$ cat config.mk
export PLATFORM = sky130hd
export DESIGN_NAME = uart_ws2812_core
export DESIGN_NICKNAME = d
export VERILOG_FILES = /design/src/rtl/uart_ws2812_core.sv
export SDC_FILE = /design/constraint.sdc
export NUM_CORES = 1
export LEC_CHECK = 0
export ABC_AREA = 1
export CAP_MARGIN = 20
export CORE_ASPECT_RATIO = 0.5
export CORE_MARGIN = 2
export CORE_UTILIZATION = 32
export DETAILED_ROUTE_END_ITERATION = 8
export GPL_ROUTABILITY_DRIVEN = 0
export GPL_TIMING_DRIVEN = 0
export PLACE_DENSITY = 0.48
export SLEW_MARGIN = 20
export SYNTH_ARGS = -nofsm -noshare
export SYNTH_HDL_FRONTEND = slang
export SYNTH_SLANG_ARGS = --single-unit
$ cat constraint.sdc
create_clock -name CLK -period 1.8 [get_ports CLK]
set_clock_uncertainty 0.1 [all_clocks]
set_input_delay 0.45 -clock CLK [delete_from_list [all_inputs] [get_ports CLK]]
set_output_delay 0.45 -clock CLK [all_outputs]
set_load 0.01 [all_outputs]
$ cat src/rtl/uart_ws2812_core.sv
// 8N1 UART receiver plus WS2812 24-bit GRB pixel serializer; the two halves share only the clock and reset.
// Optional macro UART_RX_ERR_EN adds an o_rx_err one-cycle pulse on a stop bit that samples low.
module uart_ws2812_core #(
  parameter int CLK_HZ   = 12000000,
  parameter int BAUD     = 115200,
  parameter int T0H_CYC  = 4,
  parameter int T1H_CYC  = 8,
  parameter int TBIT_CYC = 15
) (
  input  logic       CLK,
  input  logic       RST_N,
  input  logic       i_rx,
  output logic [7:0] o_rx_data,
  output logic       o_rx_valid,
`ifdef UART_RX_ERR_EN
  output logic       o_rx_err,
`endif
  input  logic       i_pix_valid,
  input  logic [7:0] i_r,
  input  logic [7:0] i_g,
  input  logic [7:0] i_b,
  output logic       o_dout,
  output logic       o_busy
);

  localparam int CLKS_PER_BIT = CLK_HZ / BAUD;
  localparam int HALF_BIT     = CLKS_PER_BIT / 2;
  localparam int CNT_W        = $clog2(CLKS_PER_BIT + 1);
  localparam int CYC_W        = $clog2(TBIT_CYC + 1);

  typedef enum logic [1:0] {RX_IDLE, RX_START, RX_DATA, RX_STOP} rx_state_t;
  typedef enum logic {TX_IDLE, TX_SEND} tx_state_t;

  rx_state_t        rx_state;
  logic             rx_meta, rx_sync, rx_prev;
  logic [CNT_W-1:0] rx_cnt;
  logic [2:0]       rx_bit;
  logic [7:0]       rx_shift;

  tx_state_t        tx_state;
  logic [23:0]      tx_shift;
  logic [4:0]       tx_bit;
  logic [CYC_W-1:0] tx_cyc;
  logic [CYC_W-1:0] high_cyc;

  // Synchronizer idles high so reset release is never seen as a start edge.
  always_ff @(posedge CLK or negedge RST_N) begin
    if (!RST_N) begin
      rx_meta <= 1'b1;
      rx_sync <= 1'b1;
      rx_prev <= 1'b1;
    end else begin
      rx_meta <= i_rx;
      rx_sync <= rx_meta;
      rx_prev <= rx_sync;
    end
  end

  always_ff @(posedge CLK or negedge RST_N) begin
    if (!RST_N) begin
      rx_state   <= RX_IDLE;
      rx_cnt     <= '0;
      rx_bit     <= '0;
      rx_shift   <= '0;
      o_rx_data  <= '0;
      o_rx_valid <= 1'b0;
`ifdef UART_RX_ERR_EN
      o_rx_err   <= 1'b0;
`endif
    end else begin
      o_rx_valid <= 1'b0;
`ifdef UART_RX_ERR_EN
      o_rx_err   <= 1'b0;
`endif
      case (rx_state)
        RX_IDLE: begin
          rx_cnt <= '0;
          if (rx_prev && !rx_sync) rx_state <= RX_START;
        end
        RX_START: begin
          if (rx_cnt == CNT_W'(HALF_BIT - 1)) begin
            rx_cnt   <= '0;
            rx_bit   <= '0;
            rx_state <= rx_sync ? RX_IDLE : RX_DATA;
          end else begin
            rx_cnt <= rx_cnt + 1'b1;
          end
        end
        RX_DATA: begin
          if (rx_cnt == CNT_W'(CLKS_PER_BIT - 1)) begin
            rx_cnt   <= '0;
            rx_shift <= {rx_sync, rx_shift[7:1]};
            rx_bit   <= rx_bit + 1'b1;
            if (rx_bit == 3'd7) rx_state <= RX_STOP;
          end else begin
            rx_cnt <= rx_cnt + 1'b1;
          end
        end
        RX_STOP: begin
          // Leave at the stop-bit centre so an immediately following start edge is caught.
          if (rx_cnt == CNT_W'(CLKS_PER_BIT - 1)) begin
            rx_cnt   <= '0;
            rx_state <= RX_IDLE;
            if (rx_sync) begin
              o_rx_data  <= rx_shift;
              o_rx_valid <= 1'b1;
            end
`ifdef UART_RX_ERR_EN
            else begin
              o_rx_err <= 1'b1;
            end
`endif
          end else begin
            rx_cnt <= rx_cnt + 1'b1;
          end
        end
        default: rx_state <= RX_IDLE;
      endcase
    end
  end

  assign high_cyc = tx_shift[23] ? CYC_W'(T1H_CYC) : CYC_W'(T0H_CYC);

  always_ff @(posedge CLK or negedge RST_N) begin
    if (!RST_N) begin
      tx_state <= TX_IDLE;
      tx_shift <= '0;
      tx_bit   <= '0;
      tx_cyc   <= '0;
      o_dout   <= 1'b0;
      o_busy   <= 1'b0;
    end else begin
      case (tx_state)
        TX_IDLE: begin
          o_dout <= 1'b0;
          if (i_pix_valid) begin
            tx_shift <= {i_g, i_r, i_b};
            tx_bit   <= '0;
            tx_cyc   <= '0;
            o_busy   <= 1'b1;
            o_dout   <= 1'b1;
            tx_state <= TX_SEND;
          end
        end
        TX_SEND: begin
          if (tx_cyc == CYC_W'(TBIT_CYC - 1)) begin
            tx_cyc <= '0;
            if (tx_bit == 5'd23) begin
              o_busy   <= 1'b0;
              o_dout   <= 1'b0;
              tx_state <= TX_IDLE;
            end else begin
              tx_bit   <= tx_bit + 1'b1;
              tx_shift <= {tx_shift[22:0], 1'b0};
              o_dout   <= 1'b1;
            end
          end else begin
            tx_cyc <= tx_cyc + 1'b1;
            // Registered output: decide the level for the coming cycle index.
            o_dout <= (CYC_W'(tx_cyc + 1'b1) < high_cyc);
          end
        end
        default: tx_state <= TX_IDLE;
      endcase
    end
  end

endmodule

==> metrics.cfg, run 1 <==
[run]
max_cap_viol_count=0

[route]
first_pass_iters=4
avgViaCountPerCell=4.57
vias=2568
post-route-drc-count=0
ant_nets=0
avgRoutedWirePerCell_microns=11.8
wl_microns=6620
drt_iter0_markers=125

[clocking]
cts_tree=yes
root_buffer=clkbuf_16
clock_latency_ns=0.33
cts_htree_levels=3
cts-buffers-inserted=9
max-clock-path-buffers=2
cts_sinks=68
cts.reportedPaths.clkPinSlew_ns=0.06

[critical_path]
path_cells=clkdlybuf4s50_1
crit_slowest_cell=clkdlybuf4s50_1
crit_path_end_kind=output pin
crit_fanout=2
crit_buf_inv=1
critPathArrivalTime_ns=1.21
path_delay_family=buffers and inverters
cp.depth=1
worst_setup_path_start_kind=register
path_class=reg2out
reg2reg_depth=6
crit_path_max_incr_delay_ns=0.54
required_ns=1.25

[global_routing]
antenna_found_initial=0
grt_start_max_net_pins=56
track_usage_pct=13.5
grt_remaining_overflow=0
grt_first_pass_wirelength_microns=11600
grt_pass1_vias=2568

[synth]
synth_edf_count=0
yosysMostFrequentCell=nand2_1
synth_area_leader_cell=dfrtp_1
postSynthCellCount=367
syn_area_sq_um=3180
synthFlopType=dfrtp_1
synth.avg_cell_area_sq_um=8.67
ys_top_cells_by_area=dfrtp_1 51%, nand2_1 9.6%, o21ai_1 4.7%
synth_common_cells=81 x nand2_1, 65 x dfrtp_1, 39 x nor2_1
synth_seq_cells=68
syn_nets=403
yosysWarnings=0
yosysSeqAreaShare_pct=53.6
synth_top_cell_area_share_pct=51.1
yosysUniqueCellTypes=31
synthArstFlopShare_pct=100

[timing]
whs_ns=0.255
report.final.slew_viol_count=0
finalWorstPathRequiredPeriod_ns=1.76
fin_tns_setup_ns=0
tightest_slew_ns=0.396
setup_viol=0
fmax_ghz=0.570
rsz0062_at_grt=no
slew_headroom_pct=73.6
report.final.hold_viol_count=0
min_period_over_period_pct=97.5

[pwr]
clkPwrFrac_pct=36.7
power.leakage_nw=2.05
power_mw=5.66
pwr-share-seq_pct=38.4
ir_drop_uv=626
combinationalPowerShare_pct=24.8
power.density_nw_per_um2=1340
p_sw_share_pct=29.8
p_switching_mw=1.69
p_int_mw=3.97

[layout]
drive_above_1_share_pct=14.5
nets=458
areaGrowthSynthToFinish_pct=32.4
diodes=0
finalNonFillerCells=562

[floorplan]
core_sq_um=9540
rows=25
die_area_sq_um=10800
die_w_microns=145
io_pins=39
die_y_microns=74.5
initial_core_util_pct=33.4

[place]
placed_cells=541
dp_hpwl_microns=4650
numPortBuffers=38

[outcome]
status=finished, final reports clean

[worst_hold_path]
hold_class=reg2reg
min_path_cells=0

-- metal layers --
| layer | track usage (%) | part of all wire (%) | up-vias |
|---|---|---|---|
| li1 | - | - | 1304 |
| met1 | 16.8 | 49 | 1217 |
| met2 | 22.6 | 46 | 39 |
| met3 | 4.54 | 4.0 | 8 |
| met4 | 4.73 | 1.1 | 0 |
| met5 | 0 | 0 | - |
-- cells by family after synthesis --
kind of cell	count (synthesis)	share of synthesized area, %
AOI/OAI and AO/OA	73	12.9
xor gates and xnor gates	3	0.826
adders and majority gates	8	3.14
buffers and inverters	60	8.33
DFF	68	53.6
and+or+nand+nor	155	21.2
-- sequential cells by signal (all words and copies together), names as in the netlist, named ones only --
register	flops
tx_shift	24
o_rx_data	8
rx_shift	8
rx_cnt	7
tx_bit	5
tx_cyc	4
rx_bit	3
o_busy	1
o_dout	1
o_rx_valid	1
rx_meta	1
rx_prev	1
rx_state	1
rx_sync	1
tx_state	1
-- area by class of cell --
cell class,instances,area (sq um)
repair buffers,45,473
flip-flops and latches,68,1710
inverters,45,169
clock inverters,5,106
plain buffers,14,96.3
clock buffers,11,253
multi-input cells,239,1240
well taps,135,169
fillers,949,5330
-- layout by cell type (no fill, tap or decap), drive strengths merged --
master | Yosys | routed
a21oi | 8 | 8
a32o | 1 | 1
buf | 14 | 18
bufinv | 0 | 3
clkbuf | 1 | 14
clkdlybuf4s50 | 0 | 29
clkinv | 1 | 1
clkinvlp | 0 | 1
dfrtp | 65 | 65
dfstp | 3 | 3
dlygate4sd3 | 0 | 1
dlymetal6s2s | 0 | 8
ha | 8 | 8
inv | 44 | 45
nand2 | 83 | 83
nand3 | 21 | 21
nand4 | 6 | 6
nor2 | 41 | 41
nor3 | 3 | 3
o21a | 6 | 6
o21ai | 48 | 48
o31ai | 10 | 10
or2 | 1 | 1
xor2 | 3 | 3
-- metrics by stage --
stage | util (%) | worst slack [ns] | area [sq um]
after detailed placement | 39.4 | -0.402 | 3760
after global placement | 39.1 | -2.26 | 3730
final | 44.2 | 0.0447 | 4210
after floorplan | - | 0.243 | 3180
after CTS | 43.3 | 0.00542 | 4130
after global routing | 44.2 | 0.0190 | 4210
-- power by group through the flow --
stage          sequential (mW)  combinational, mW  clock (mW)
6_report                  2.18               1.40        2.08
5_1_grt                   2.22               1.64        2.21
4_1_cts                   2.19               1.34        2.15
3_5_place_dp              2.21               1.33           0
3_3_place_gp              2.19               1.27           0
2_1_floorplan             2.16              0.976           0
-- worst paths after layout --
kind / startpoint / endpoint / slack, ns
min in group asynchronous: RST_N / tx_shift[21]$_DFFE_PN0P_ / 0.42
max in group asynchronous: RST_N / rx_meta$_DFF_PN1_ / 0.60
max reg2reg: tx_state$_DFF_PN0_ / tx_shift[5]$_DFFE_PN0P_ / 0.13
min reg2reg: rx_meta$_DFF_PN1_ / rx_sync$_DFF_PN1_ / 0.26
min: rx_meta$_DFF_PN1_ / rx_sync$_DFF_PN1_ / 0.26
max: o_busy$_DFFE_PN0P_ / o_busy / 0.04
-- repair_timing --
action                                  4_1_cts  5_1_grt
endpoints found under the setup margin        9       41
pin swaps                                     0        3
cloned                                        0        0
hold endpoints to repair                     13        0
setup buffers                                 0        5
gates resized for setup                       1       19
hold buffers                                  1        0
Power figures use the tool's default switching activity.
==> run 2, diff against run 1 <==
Settings changed: SLEW_MARGIN 20 to 25.
==> run 2 against run 1 <==
- utilization fell by 0.79 points
- combinational power barely moved
- non-clock buffer count did not move
- register-to-register slack barely moved
- via count fell by 0.86%
- critical path depth did not move
- largest power group unchanged
- critical endpoint unchanged
==> metrics.cfg, run 2 (synthesized netlist as in run 1, its figures left out) <==
[layout]
final_common_cell=nand2_1
diodes=0  ; unchanged
reg.largest.list=tx_shift (24), o_rx_data (8), rx_shift (8)
drive_above_1_share_pct=13.6  ; -0.94 points
largest_reg_flops=24  ; unchanged
seq_area_sq_um=1710  ; unchanged
final_area_sq_um=4140  ; -1.8%
fillers=940  ; -0.95%
multi_input_area_sq_um=1230  ; -0.81%
areaGrowthSynthToFinish_pct=30.0
most-common-layout-cells=79 x nand2_1, 65 x dfrtp_1, 38 x nor2_1
finalNonFillerCells=562  ; unchanged
fin_util_pct=43.4  ; -0.79 points
nets=458  ; unchanged
top_register=tx_shift

[route]
avgRoutedWirePerCell_microns=11.6  ; -1.8%
wl_microns=6500  ; -1.8%
first_pass_iters=4  ; unchanged
dr.max_layer_used=met4
vias=2546  ; -0.86%
avgViaCountPerCell=4.53  ; -0.86%
dr_wl_met2_microns=2990  ; -1.2%
met3_length_microns=205  ; -23%
ant_nets=0  ; unchanged
post-route-drc-count=0  ; unchanged
wl_met1_microns=3250  ; about the same
drt_iter0_markers=106  ; -15%

[critical_path]
r2r_slack_ns=0.13  ; about the same
required_ns=1.25  ; about the same
worst_setup_path_start_kind=register
path_class=reg2out
crit_fanout=2  ; unchanged
critPathArrivalTime_ns=1.20  ; about the same
reg2reg_depth=8  ; +2
crit_slowest_cell=clkdlybuf4s50_1
path_cells=clkdlybuf4s50_1
crit_buf_inv=1  ; unchanged
rr_startpoint=rx_cnt[1]$_DFF_PN0_
worstReg2RegEnd=o_rx_data[5]$_DFFE_PN0P_
crit_path_max_incr_delay_ns=0.54  ; about the same
path_delay_family=buffers and inverters
crit_path_end_kind=output pin

[place]
dp_hpwl_microns=4670  ; +0.25%
numPortBuffers=38  ; unchanged
placed_cells=541  ; unchanged
dpl_cell_area_sq_um=3750  ; -0.20%

[clocking]
root_buffer=clkbuf_16
cts-buffers-inserted=9  ; unchanged
clock_latency_ns=0.32  ; about the same
max-clock-path-buffers=2  ; unchanged
cts.reportedPaths.clkPinSlew_ns=0.05  ; about the same
cts_sinks=68  ; unchanged
cts_tree=yes
cts_htree_levels=3  ; unchanged

[timing]
slew_headroom_pct=65.6  ; -8.1 points
tightest_slew_ns=0.517  ; +0.121 ns
min_period_over_period_pct=97.0  ; -0.53 points
finalWorstPathRequiredPeriod_ns=1.75  ; -0.00947 ns
rsz0062_at_grt=no
fmax_ghz=0.573  ; +0.54%
report.final.hold_viol_count=0  ; unchanged
fin_tns_setup_ns=0  ; unchanged
report.final.slew_viol_count=0  ; unchanged
setup_viol=0  ; unchanged

[floorplan]
die_y_microns=74.5  ; unchanged
io_pins=39  ; unchanged
core_sq_um=9540  ; unchanged
initial_core_util_pct=33.4  ; unchanged
die_w_microns=145  ; unchanged
rows=25  ; unchanged
die_area_sq_um=10800  ; unchanged

[pwr]
power.leakage_nw=1.98  ; -3.3%
power.density_nw_per_um2=1300  ; -3.2%
p_switching_mw=1.65  ; -2.5%
combinationalPowerShare_pct=25.6  ; +0.8 points
ir_drop_uv=633  ; +1.0%
clkPwrFrac_pct=33.9  ; -2.8 points
power_mw=5.38  ; -4.9%
pwr-share-seq_pct=40.5  ; +2.1 points
p_sw_share_pct=30.6  ; +0.75 points
p_int_mw=3.74  ; -5.9%

[global_routing]
grt_first_pass_wirelength_microns=11500  ; -1.0%
track_usage_pct=13.2  ; -0.34 points
antenna_found_initial=0  ; unchanged
grt_remaining_overflow=0  ; unchanged
grt_pass1_vias=2547  ; -0.82%
grt_start_max_net_pins=43  ; -23%

[worst_hold_path]
min_to=rx_sync$_DFF_PN1_
hp-start=rx_meta$_DFF_PN1_
hold_class=reg2reg
min_path_cells=0  ; unchanged

[run]
max_cap_viol_count=0  ; unchanged

[outcome]
status=finished, final reports clean

-- run 2: how the worst max path moves through the flow --
stage | startpoint | to | slack, ns | depth (start not counted)
2_1_floorplan | tx_cyc[0]$_DFFE_PN0P_ | tx_shift[6]$_DFFE_PN0P_ | 0.24 | 9
5_1_grt | o_rx_data[0]$_DFFE_PN0P_ | o_rx_data[0] | 0.002 | 1
6_report | o_busy$_DFFE_PN0P_ | o_busy | 0.05 | 1
3_3_place_gp | RST_N | o_rx_data[1]$_DFFE_PN0P_ | -2.26 | 1
4_1_cts | o_rx_data[7]$_DFFE_PN0P_ | o_rx_data[7] | 0.02 | 1
3_5_place_dp | i_pix_valid | tx_shift[5]$_DFFE_PN0P_ | -0.38 | 8
-- run 2: through the flow --
step / hold slack, ns / worst slack [ns]
after global placement: 0.247 / -2.26
after floorplan: 0.0544 / 0.243
after global routing: 0.264 / 0.00180
after CTS: 0.257 / 0.0169
after detailed placement: 0.249 / -0.384
final: 0.257 / 0.0542
-- run 2: cell type report --
class,count,share of cell area (%)
Sequential cell,68,41.2
Multi-Input combinational cell,239,29.8
Timing Repair Buffer,44,10.9
Clock buffer,11,5.62
Inverter,45,4.08
Tap cell,135,4.08
Buffer,15,2.42
Clock inverter,5,1.87
-- run 2: worst reg2reg max path, cell delays in order, from the launching register on --
cell	delay, ns
dfrtp_1	0.37
ha_1	0.19
inv_1	0.07
nor2_4	0.14
nand2_4	0.09
nor3_4	0.26
buf_6	0.18
nand2_1	0.06
o21a_1	0.10
-- run 2: power groups by stage --
stage / sequential (mW) / combinational (mW) / clock [mW]
finish: 2.18 / 1.38 / 1.83
global route: 2.23 / 1.62 / 1.95
CTS: 2.19 / 1.33 / 1.88
detailed placement: 2.21 / 1.33 / 0
global placement: 2.19 / 1.27 / 0
floorplan: 2.16 / 0.976 / 0
-- run 2: metal layers --
layer  global-route usage (%)  up-vias
met5                        0        -
met2                     22.5       30
met4                     3.41        0
li1                         -     1296
met1                     16.7     1213
met3                     4.11        7
-- run 2: timing repair --
item	CTS	global route
gates resized for setup	1	12
setup buffers	0	4
endpoints found under the setup margin	9	38
hold buffers	1	0
cloned	0	0
pin swaps	0	1
hold endpoints to repair	26	0
